==> config.mk <==
export PLATFORM = sky130hd
export DESIGN_NAME = pe_m_seq_flat
export DESIGN_NICKNAME = d
export VERILOG_FILES = /design/src/rtl/pe_m_seq_if.sv /design/src/rtl/pe_m_seq.sv /design/src/flat_wrapper.sv
export SDC_FILE = /design/constraint.sdc
export NUM_CORES = 1
export LEC_CHECK = 0
export ABC_AREA = 1
export CORE_MARGIN = 1
export CORE_UTILIZATION = 50
export DETAILED_ROUTE_END_ITERATION = 8
export GPL_ROUTABILITY_DRIVEN = 0
export PLACE_DENSITY_LB_ADDON = 0.3
export SLEW_MARGIN = 20
export SYNTH_ARGS = -nofsm -noshare
export SYNTH_HDL_FRONTEND = slang
export SYNTH_SLANG_ARGS = --single-unit
==> constraint.sdc <==
create_clock -name clk -period 8.63 [get_ports clk]
set_input_delay 1.726 -clock clk [delete_from_list [all_inputs] [get_ports clk]]
set_output_delay 1.726 -clock clk [all_outputs]
set_load 0.005 [all_outputs]
==> src/rtl/pe_m_seq_if.sv <==
// Operand/result bundle of one systolic PE; the array side uses master,
// the PE itself uses slave.
interface pe_m_seq_if #(
  parameter int MUL_BW = 16,
  parameter int ACC_BW = 32,
  parameter int ITER_W = 4
);
  logic [1:0]        mode_i;
  logic              start_i;
  logic [ITER_W-1:0] iter_num_i;
  logic              valid_i;
  logic [ACC_BW-1:0] mac_i;
  logic [MUL_BW-1:0] var_i;
  logic [MUL_BW-1:0] x_i;
  logic [MUL_BW-1:0] wc_i;
  logic [ACC_BW-1:0] o_i;

  logic [ACC_BW-1:0] mac_o;
  logic [ACC_BW-1:0] o_o;
  logic [MUL_BW-1:0] var_o;
  logic [MUL_BW-1:0] x_o;
  logic [MUL_BW-1:0] wc_o;
  logic              valid_o;
  logic              busy_o;
  logic              done_o;
  logic              sat_o;

  modport master (
    output mode_i, start_i, iter_num_i, valid_i, mac_i, var_i, x_i, wc_i, o_i,
    input  mac_o, o_o, var_o, x_o, wc_o, valid_o, busy_o, done_o, sat_o
  );

  modport slave (
    input  mode_i, start_i, iter_num_i, valid_i, mac_i, var_i, x_i, wc_i, o_i,
    output mac_o, o_o, var_o, x_o, wc_o, valid_o, busy_o, done_o, sat_o
  );
endinterface

==> src/rtl/pe_m_seq.sv <==
// Multi-mode systolic PE: pipelined GEMM MAC plus Horner-iterated unary ops.
// Define ACC_SAT_EN to saturate the final accumulator add instead of wrapping.
//
// state  | meaning
// IDLE   | GEMM pass-through active, waiting for a unary start
// ITER   | one Horner step per cycle, cnt counts remaining steps
// DONE   | unary result in oreg, done_o high for this cycle
module pe_m_seq #(
  parameter int INT_BW = 5,
  parameter int FRA_BW = 10,
  parameter int MUL_BW = 16,
  parameter int ACC_BW = 32,
  parameter int ITER_W = 4
) (
  input logic         clk,
  input logic         rst_n,
  pe_m_seq_if.slave   bus
);

  typedef enum logic [1:0] {S_IDLE, S_ITER, S_DONE} state_t;

  localparam int SAT_SH = INT_BW + 2*FRA_BW;
  localparam logic signed [ACC_BW-1:0] SAT_HI = ACC_BW'((64'sd1 <<< SAT_SH) - 64'sd1);
  localparam logic signed [ACC_BW-1:0] SAT_LO = ACC_BW'(-(64'sd1 <<< SAT_SH));
  localparam logic signed [MUL_BW-1:0] MUL_MAX = {1'b0, {(MUL_BW-1){1'b1}}};
  localparam logic signed [MUL_BW-1:0] MUL_MIN = {1'b1, {(MUL_BW-1){1'b0}}};

  state_t                    state_q, state_d;
  logic [ITER_W-1:0]         cnt_q, cnt_d;
  logic signed [ACC_BW-1:0]  oreg_q, oreg_d;
  logic [MUL_BW-1:0]         vreg_q, vreg_d;
  logic [MUL_BW-1:0]         ireg_q, ireg_d;
  logic [MUL_BW-1:0]         wreg_q, wreg_d;
  logic                      pend_q, pend_d;
  logic                      valid_q, valid_d;
  logic                      busy_q, busy_d;
  logic                      done_q, done_d;
  logic                      sat_q, sat_d;

  logic signed [MUL_BW-1:0]   fb;
  logic                       fb_sat;
  logic signed [MUL_BW-1:0]   mul_a, mul_b;
  logic signed [2*MUL_BW-1:0] prod;
  logic signed [ACC_BW-1:0]   prod_ext;
  logic signed [ACC_BW-1:0]   addend;
  logic signed [ACC_BW-1:0]   sum;
  logic                       add_sat;
  logic                       start_ok;

  // Feedback narrowing of oreg back to a Q(INT_BW).(FRA_BW) multiplier operand.
  always_comb begin
    fb     = oreg_q[FRA_BW+MUL_BW-1:FRA_BW];
    fb_sat = 1'b0;
    if (oreg_q > SAT_HI) begin
      fb     = MUL_MAX;
      fb_sat = 1'b1;
    end else if (oreg_q < SAT_LO) begin
      fb     = MUL_MIN;
      fb_sat = 1'b1;
    end
  end

  // One shared multiplier/adder: Horner step while iterating, GEMM MAC otherwise.
  always_comb begin
    if (state_q == S_ITER) begin
      mul_a  = fb;
      mul_b  = $signed(vreg_q);
      addend = ACC_BW'($signed(bus.wc_i)) <<< FRA_BW;
    end else begin
      mul_a  = $signed(wreg_q);
      mul_b  = $signed(ireg_q);
      addend = $signed(bus.o_i);
    end
  end

  assign prod     = mul_a * mul_b;
  assign prod_ext = ACC_BW'(prod);

`ifdef ACC_SAT_EN
  logic [ACC_BW:0] sum_wide;

  always_comb begin
    sum_wide = {prod_ext[ACC_BW-1], prod_ext} + {addend[ACC_BW-1], addend};
    add_sat  = (sum_wide[ACC_BW] != sum_wide[ACC_BW-1]);
    if (!add_sat)
      sum = sum_wide[ACC_BW-1:0];
    else if (sum_wide[ACC_BW])
      sum = {1'b1, {(ACC_BW-1){1'b0}}};
    else
      sum = {1'b0, {(ACC_BW-1){1'b1}}};
  end
`else
  always_comb begin
    sum     = prod_ext + addend;
    add_sat = 1'b0;
  end
`endif

  assign start_ok = bus.start_i && (bus.mode_i != 2'b00);

  always_comb begin
    state_d = state_q;
    cnt_d   = cnt_q;
    oreg_d  = oreg_q;
    vreg_d  = vreg_q;
    ireg_d  = ireg_q;
    wreg_d  = wreg_q;
    pend_d  = 1'b0;
    valid_d = 1'b0;
    sat_d   = sat_q;
    case (state_q)
      S_IDLE: begin
        if (start_ok) begin
          // A pending GEMM result is dropped: the unary seed owns oreg now.
          vreg_d  = bus.var_i;
          oreg_d  = $signed(bus.mac_i);
          cnt_d   = bus.iter_num_i;
          sat_d   = 1'b0;
          state_d = (bus.iter_num_i == '0) ? S_DONE : S_ITER;
        end else begin
          if (pend_q) begin
            oreg_d  = sum;
            valid_d = 1'b1;
            if (add_sat) sat_d = 1'b1;
          end
          if (bus.valid_i && (bus.mode_i == 2'b00)) begin
            wreg_d = bus.wc_i;
            ireg_d = bus.x_i;
            vreg_d = bus.var_i;
            pend_d = 1'b1;
          end
        end
      end
      S_ITER: begin
        oreg_d = sum;
        if (fb_sat || add_sat) sat_d = 1'b1;
        if (cnt_q == ITER_W'(1))
          state_d = S_DONE;
        else
          cnt_d = cnt_q - ITER_W'(1);
      end
      S_DONE:  state_d = S_IDLE;
      default: state_d = S_IDLE;
    endcase
    busy_d = (state_d != S_IDLE);
    done_d = (state_d == S_DONE);
  end

  always_ff @(posedge clk or negedge rst_n) begin
    if (!rst_n) begin
      state_q <= S_IDLE;
      cnt_q   <= '0;
      oreg_q  <= '0;
      vreg_q  <= '0;
      ireg_q  <= '0;
      wreg_q  <= '0;
      pend_q  <= 1'b0;
      valid_q <= 1'b0;
      busy_q  <= 1'b0;
      done_q  <= 1'b0;
      sat_q   <= 1'b0;
    end else begin
      state_q <= state_d;
      cnt_q   <= cnt_d;
      oreg_q  <= oreg_d;
      vreg_q  <= vreg_d;
      ireg_q  <= ireg_d;
      wreg_q  <= wreg_d;
      pend_q  <= pend_d;
      valid_q <= valid_d;
      busy_q  <= busy_d;
      done_q  <= done_d;
      sat_q   <= sat_d;
    end
  end

  assign bus.mac_o   = oreg_q;
  assign bus.o_o     = oreg_q;
  assign bus.var_o   = vreg_q;
  assign bus.x_o     = ireg_q;
  assign bus.wc_o    = wreg_q;
  assign bus.valid_o = valid_q;
  assign bus.busy_o  = busy_q;
  assign bus.done_o  = done_q;
  assign bus.sat_o   = sat_q;

endmodule

==> src/flat_wrapper.sv <==
// flat-port wrapper written by rule: the top's interface ports become plain ports
module pe_m_seq_flat 
#(
  parameter int INT_BW = 5,
  parameter int FRA_BW = 10,
  parameter int MUL_BW = 16,
  parameter int ACC_BW = 32,
  parameter int ITER_W = 4
)
  (clk, rst_n, bus_mode_i, bus_start_i, bus_iter_num_i, bus_valid_i, bus_mac_i, bus_var_i, bus_x_i, bus_wc_i, bus_o_i, bus_mac_o, bus_o_o, bus_var_o, bus_x_o, bus_wc_o, bus_valid_o, bus_busy_o, bus_done_o, bus_sat_o);
  pe_m_seq_if #(.MUL_BW(MUL_BW), .ACC_BW(ACC_BW), .ITER_W(ITER_W)) bus_i ();
  input logic clk;
  input logic rst_n;
  input wire logic [$bits(bus_i.mode_i)-1:0] bus_mode_i;
  input wire logic [$bits(bus_i.start_i)-1:0] bus_start_i;
  input wire logic [$bits(bus_i.iter_num_i)-1:0] bus_iter_num_i;
  input wire logic [$bits(bus_i.valid_i)-1:0] bus_valid_i;
  input wire logic [$bits(bus_i.mac_i)-1:0] bus_mac_i;
  input wire logic [$bits(bus_i.var_i)-1:0] bus_var_i;
  input wire logic [$bits(bus_i.x_i)-1:0] bus_x_i;
  input wire logic [$bits(bus_i.wc_i)-1:0] bus_wc_i;
  input wire logic [$bits(bus_i.o_i)-1:0] bus_o_i;
  output wire logic [$bits(bus_i.mac_o)-1:0] bus_mac_o;
  output wire logic [$bits(bus_i.o_o)-1:0] bus_o_o;
  output wire logic [$bits(bus_i.var_o)-1:0] bus_var_o;
  output wire logic [$bits(bus_i.x_o)-1:0] bus_x_o;
  output wire logic [$bits(bus_i.wc_o)-1:0] bus_wc_o;
  output wire logic [$bits(bus_i.valid_o)-1:0] bus_valid_o;
  output wire logic [$bits(bus_i.busy_o)-1:0] bus_busy_o;
  output wire logic [$bits(bus_i.done_o)-1:0] bus_done_o;
  output wire logic [$bits(bus_i.sat_o)-1:0] bus_sat_o;
  assign bus_i.mode_i = bus_mode_i;
  assign bus_i.start_i = bus_start_i;
  assign bus_i.iter_num_i = bus_iter_num_i;
  assign bus_i.valid_i = bus_valid_i;
  assign bus_i.mac_i = bus_mac_i;
  assign bus_i.var_i = bus_var_i;
  assign bus_i.x_i = bus_x_i;
  assign bus_i.wc_i = bus_wc_i;
  assign bus_i.o_i = bus_o_i;
  assign bus_mac_o = bus_i.mac_o;
  assign bus_o_o = bus_i.o_o;
  assign bus_var_o = bus_i.var_o;
  assign bus_x_o = bus_i.x_o;
  assign bus_wc_o = bus_i.wc_o;
  assign bus_valid_o = bus_i.valid_o;
  assign bus_busy_o = bus_i.busy_o;
  assign bus_done_o = bus_i.done_o;
  assign bus_sat_o = bus_i.sat_o;
  pe_m_seq #(.INT_BW(INT_BW), .FRA_BW(FRA_BW), .MUL_BW(MUL_BW), .ACC_BW(ACC_BW), .ITER_W(ITER_W)) u_core (.clk(clk), .rst_n(rst_n), .bus(bus_i));
endmodule
==> impl_metrics.env <==
export IMPL_drcViolationCount=0
export IMPL_gr_usage_all_layers_pct=30.2
export IMPL_synth_area_leaders="sky130_fd_sc_hd__fa_1 (36%), sky130_fd_sc_hd__dfrtp_1 (14%), sky130_fd_sc_hd__inv_1 (11%)"
export IMPL_first_pass_iters=5
export IMPL_layout_drive_gt1_share_pct=5.43
export IMPL_dieArea_sq_um=33000
export IMPL_synth_ff_type="sky130_fd_sc_hd__dfrtp_1"
export IMPL_cts_sink_count=91
export IMPL_finalMaxSlewViolations=0
export IMPL_cts_max_path_buffers=2
export IMPL_achievable_frequency_mhz=133
export IMPL_synthesis_to_finish_area_growth_pct=17.4
export IMPL_syn_nets=2524
export IMPL_antenna_violations_before_repair=0
export IMPL_crit_path_max_incr_delay_ns=0.64
export IMPL_setup_worst_path_class="reg2reg"
export IMPL_most_frequent_cp_cell="sky130_fd_sc_hd__inv_1"
export IMPL_count_of_yosys_warnings_during_synthesis=0
export IMPL_post_cts_buffers=0
export IMPL_yosys_area_top_type_share_pct=36.2
export IMPL_hold_path_class="reg2reg"
export IMPL_run_status="finished clean"
export IMPL_timing_max_slew_rel_slack_pct=30.0
export IMPL_worstSetupStartpointType="register"
export IMPL_grt_max_degree=52
export IMPL_worst_setup_path_end_kind="register"
export IMPL_async_reset_ff_share_pct=100
export IMPL_route_detailed_vias_per_inst=5.38
export IMPL_vias=14000
export IMPL_finalHoldViolCount=0
export IMPL_synthesis_area_sq_um=16100
export IMPL_clock_insertion_delay_worst_skew_ns=0.38
export IMPL_post_synth_top_area_cell="sky130_fd_sc_hd__fa_1"
export IMPL_vias_in_the_first_global_route=14700
export IMPL_required_time_reported_for_the_critical_path_endpoint_ns=8.90
export IMPL_core_sq_um=31600
export IMPL_postCtsResizedCells=0
export IMPL_synth_edf_count=0
export IMPL_port_buffers=237
export IMPL_yosysUniqueCellTypes=49
export IMPL_hpwl_mm=39.7
export IMPL_layout_nets=2702
export IMPL_final_period_minus_worst_setup_slack_ns=7.55
export IMPL_cts_root_buffer_cell="sky130_fd_sc_hd__clkbuf_16"
export IMPL_detail_route_wirelength_mm=47.4
export IMPL_synth_commonest_cells="sky130_fd_sc_hd__inv_1 (460), sky130_fd_sc_hd__nand2_1 (396), sky130_fd_sc_hd__fa_1 (292), sky130_fd_sc_hd__nor2_1 (218), sky130_fd_sc_hd__o21ai_0 (108)"
export IMPL_synthesis_stage_register_bit_count=91
export IMPL_syn_inst_count=2010
export IMPL_critical_path_slowest_stage_cell="sky130_fd_sc_hd__fa_1"
export IMPL_sequential_cell_area_fraction_in_the_yosys_report_pct=14.1
export IMPL_tritoncts_num_buffers=9
export IMPL_floorplan_initialDensity_pct=51.0
export IMPL_cts_tree="yes"
export IMPL_post_drt_wl_per_cell_um=18.3
export IMPL_detailedRoute_firstIterationViolations=963
export IMPL_synthMostInstantiatedCell="sky130_fd_sc_hd__inv_1"
export IMPL_clock_skew_ns=0.0117
export IMPL_dieWidth_um=182
export IMPL_timing_worst_slew_pin_value_ns=1.05
export IMPL_postCtsHoldBufs=0
export IMPL_ant_nets=0
export IMPL_maxCapViolCount=0
export IMPL_rows=65
export IMPL_worst_endpoint_arrival_ns=7.82
export IMPL_global_route_overflow_total=0
export IMPL_setup_viol=0
export IMPL_h_tree_depth=3
export IMPL_avgSynthCellArea_sq_um=8.03
export IMPL_totalNegativeSetupSlack_ns=0
export IMPL_design_portCount=238
export IMPL_setup_reg_to_reg_worst_slack_ns=1.08
export IMPL_clock_pin_slew_reported_for_the_worst_setup_and_hold_paths_after_clock_tree_synthesis_ns=0.08
export IMPL_antennaDiodeCount=0
export IMPL_grt_first_pass_wirelength_mm=76.8
export IMPL_rsz0062_at_grt="no"
export IMPL_die_h_um=182
export IMPL_worstPathMaxFanout=47
export IMPL_timing_final_crit_share_pct=87.4
-- through the flow --
step / std cells / hold WS, ns / setup slack [ns] / utilization [%] / cell area (sq um)
2_1_floorplan: 2010 / 0.473 / 2.53 / - / 16100
3_3_place_gp: 2579 / 0.477 / 1.31 / 58.9 / 18600
3_5_place_dp: 2579 / 0.479 / 1.23 / 58.9 / 18600
4_1_cts: 2595 / 0.500 / 1.20 / 59.9 / 18900
5_1_grt: 2595 / 0.533 / 0.509 / 59.9 / 18900
6_report: 2595 / 0.496 / 1.08 / 59.9 / 18900
-- path summary, 6_finish.rpt --
check / from / to / cells after the start
setup reg to reg: u_core.state_q[1]$_DFF_PN0_ / u_core.bus.mac_o[31]$_DFFE_PN0P_ / 29
max in group asynchronous: rst_n / u_core.bus.wc_o[1]$_DFFE_PN0P_ / 2
min in group asynchronous: rst_n / u_core.bus.x_o[0]$_DFFE_PN0P_ / 1
setup / recovery: u_core.state_q[1]$_DFF_PN0_ / u_core.bus.mac_o[31]$_DFFE_PN0P_ / 29
hold reg to reg: u_core.bus.sat_o$_DFFE_PN0P_ / u_core.bus.sat_o$_DFFE_PN0P_ / 2
hold / removal: u_core.bus.sat_o$_DFFE_PN0P_ / u_core.bus.sat_o$_DFFE_PN0P_ / 2
-- kinds of logic after synthesis --
logic type	count (synthesis)	share of synthesized area, %
compound gates	226	8.37
xor+xnor	15	0.814
fa+ha+maj	392	44.0
buf+inv	565	14.4
flops	91	14.1
mux	3	0.209
simple gates	718	18.1
-- registers in the layout, summed over array words and instances (netlist names) --
| register | count |
|---|---|
| u_core.bus.done_o | 1 |
| u_core.state_q | 2 |
| u_core.bus.mac_o | 32 |
| u_core.bus.busy_o | 1 |
| u_core.bus.wc_o | 16 |
| u_core.bus.sat_o | 1 |
| u_core.pend_q | 1 |
| u_core.bus.var_o | 16 |
| u_core.bus.x_o | 16 |
| u_core.cnt_q | 4 |
| u_core.bus.valid_o | 1 |
-- critical path: cells and delay by family, from the launching register on --
family                     cells  cell delay (ns)
adders and majority gates      7             3.47
buffers and inverters          9             1.22
AOI/OAI and AO/OA              5             1.18
and+or+nand+nor                8             1.14
DFF                            1             0.41
-- layout by cell type, fill, tap and decap left out, drive strengths merged, types with 9 or more instances in the layout --
| cell | instances |
|---|---|
| or2 | 12 |
| nand3 | 49 |
| o211ai | 13 |
| nand2 | 410 |
| buf | 17 |
| clkbuf | 9 |
| nor2 | 227 |
| a21oi | 44 |
| clkdlybuf4s50 | 236 |
| inv | 482 |
| ha | 100 |
| o21ai | 139 |
| dfrtp | 91 |
| a31oi | 9 |
| fa | 292 |
-- cell type report --
cell class                      count  area [sq um]
Tap cell                          402           503
Clock inverter                      7          88.8
Multi-Input combinational cell   1354         11600
Clock buffer                        9           225
Sequential cell                    91          2280
Fill cell                        2804         12700
Timing Repair Buffer              253          2490
Inverter                          479          1810
-- metal layers --
metal	track usage [%]	part of all wire [%]
met1	38.2	39
met2	50.5	49
met3	5.50	8.3
met4	13.3	4.4
met5	0	0
Power is not shown: default switching activity piles up to over one toggle a cycle in this logic, so the estimate is an artifact.
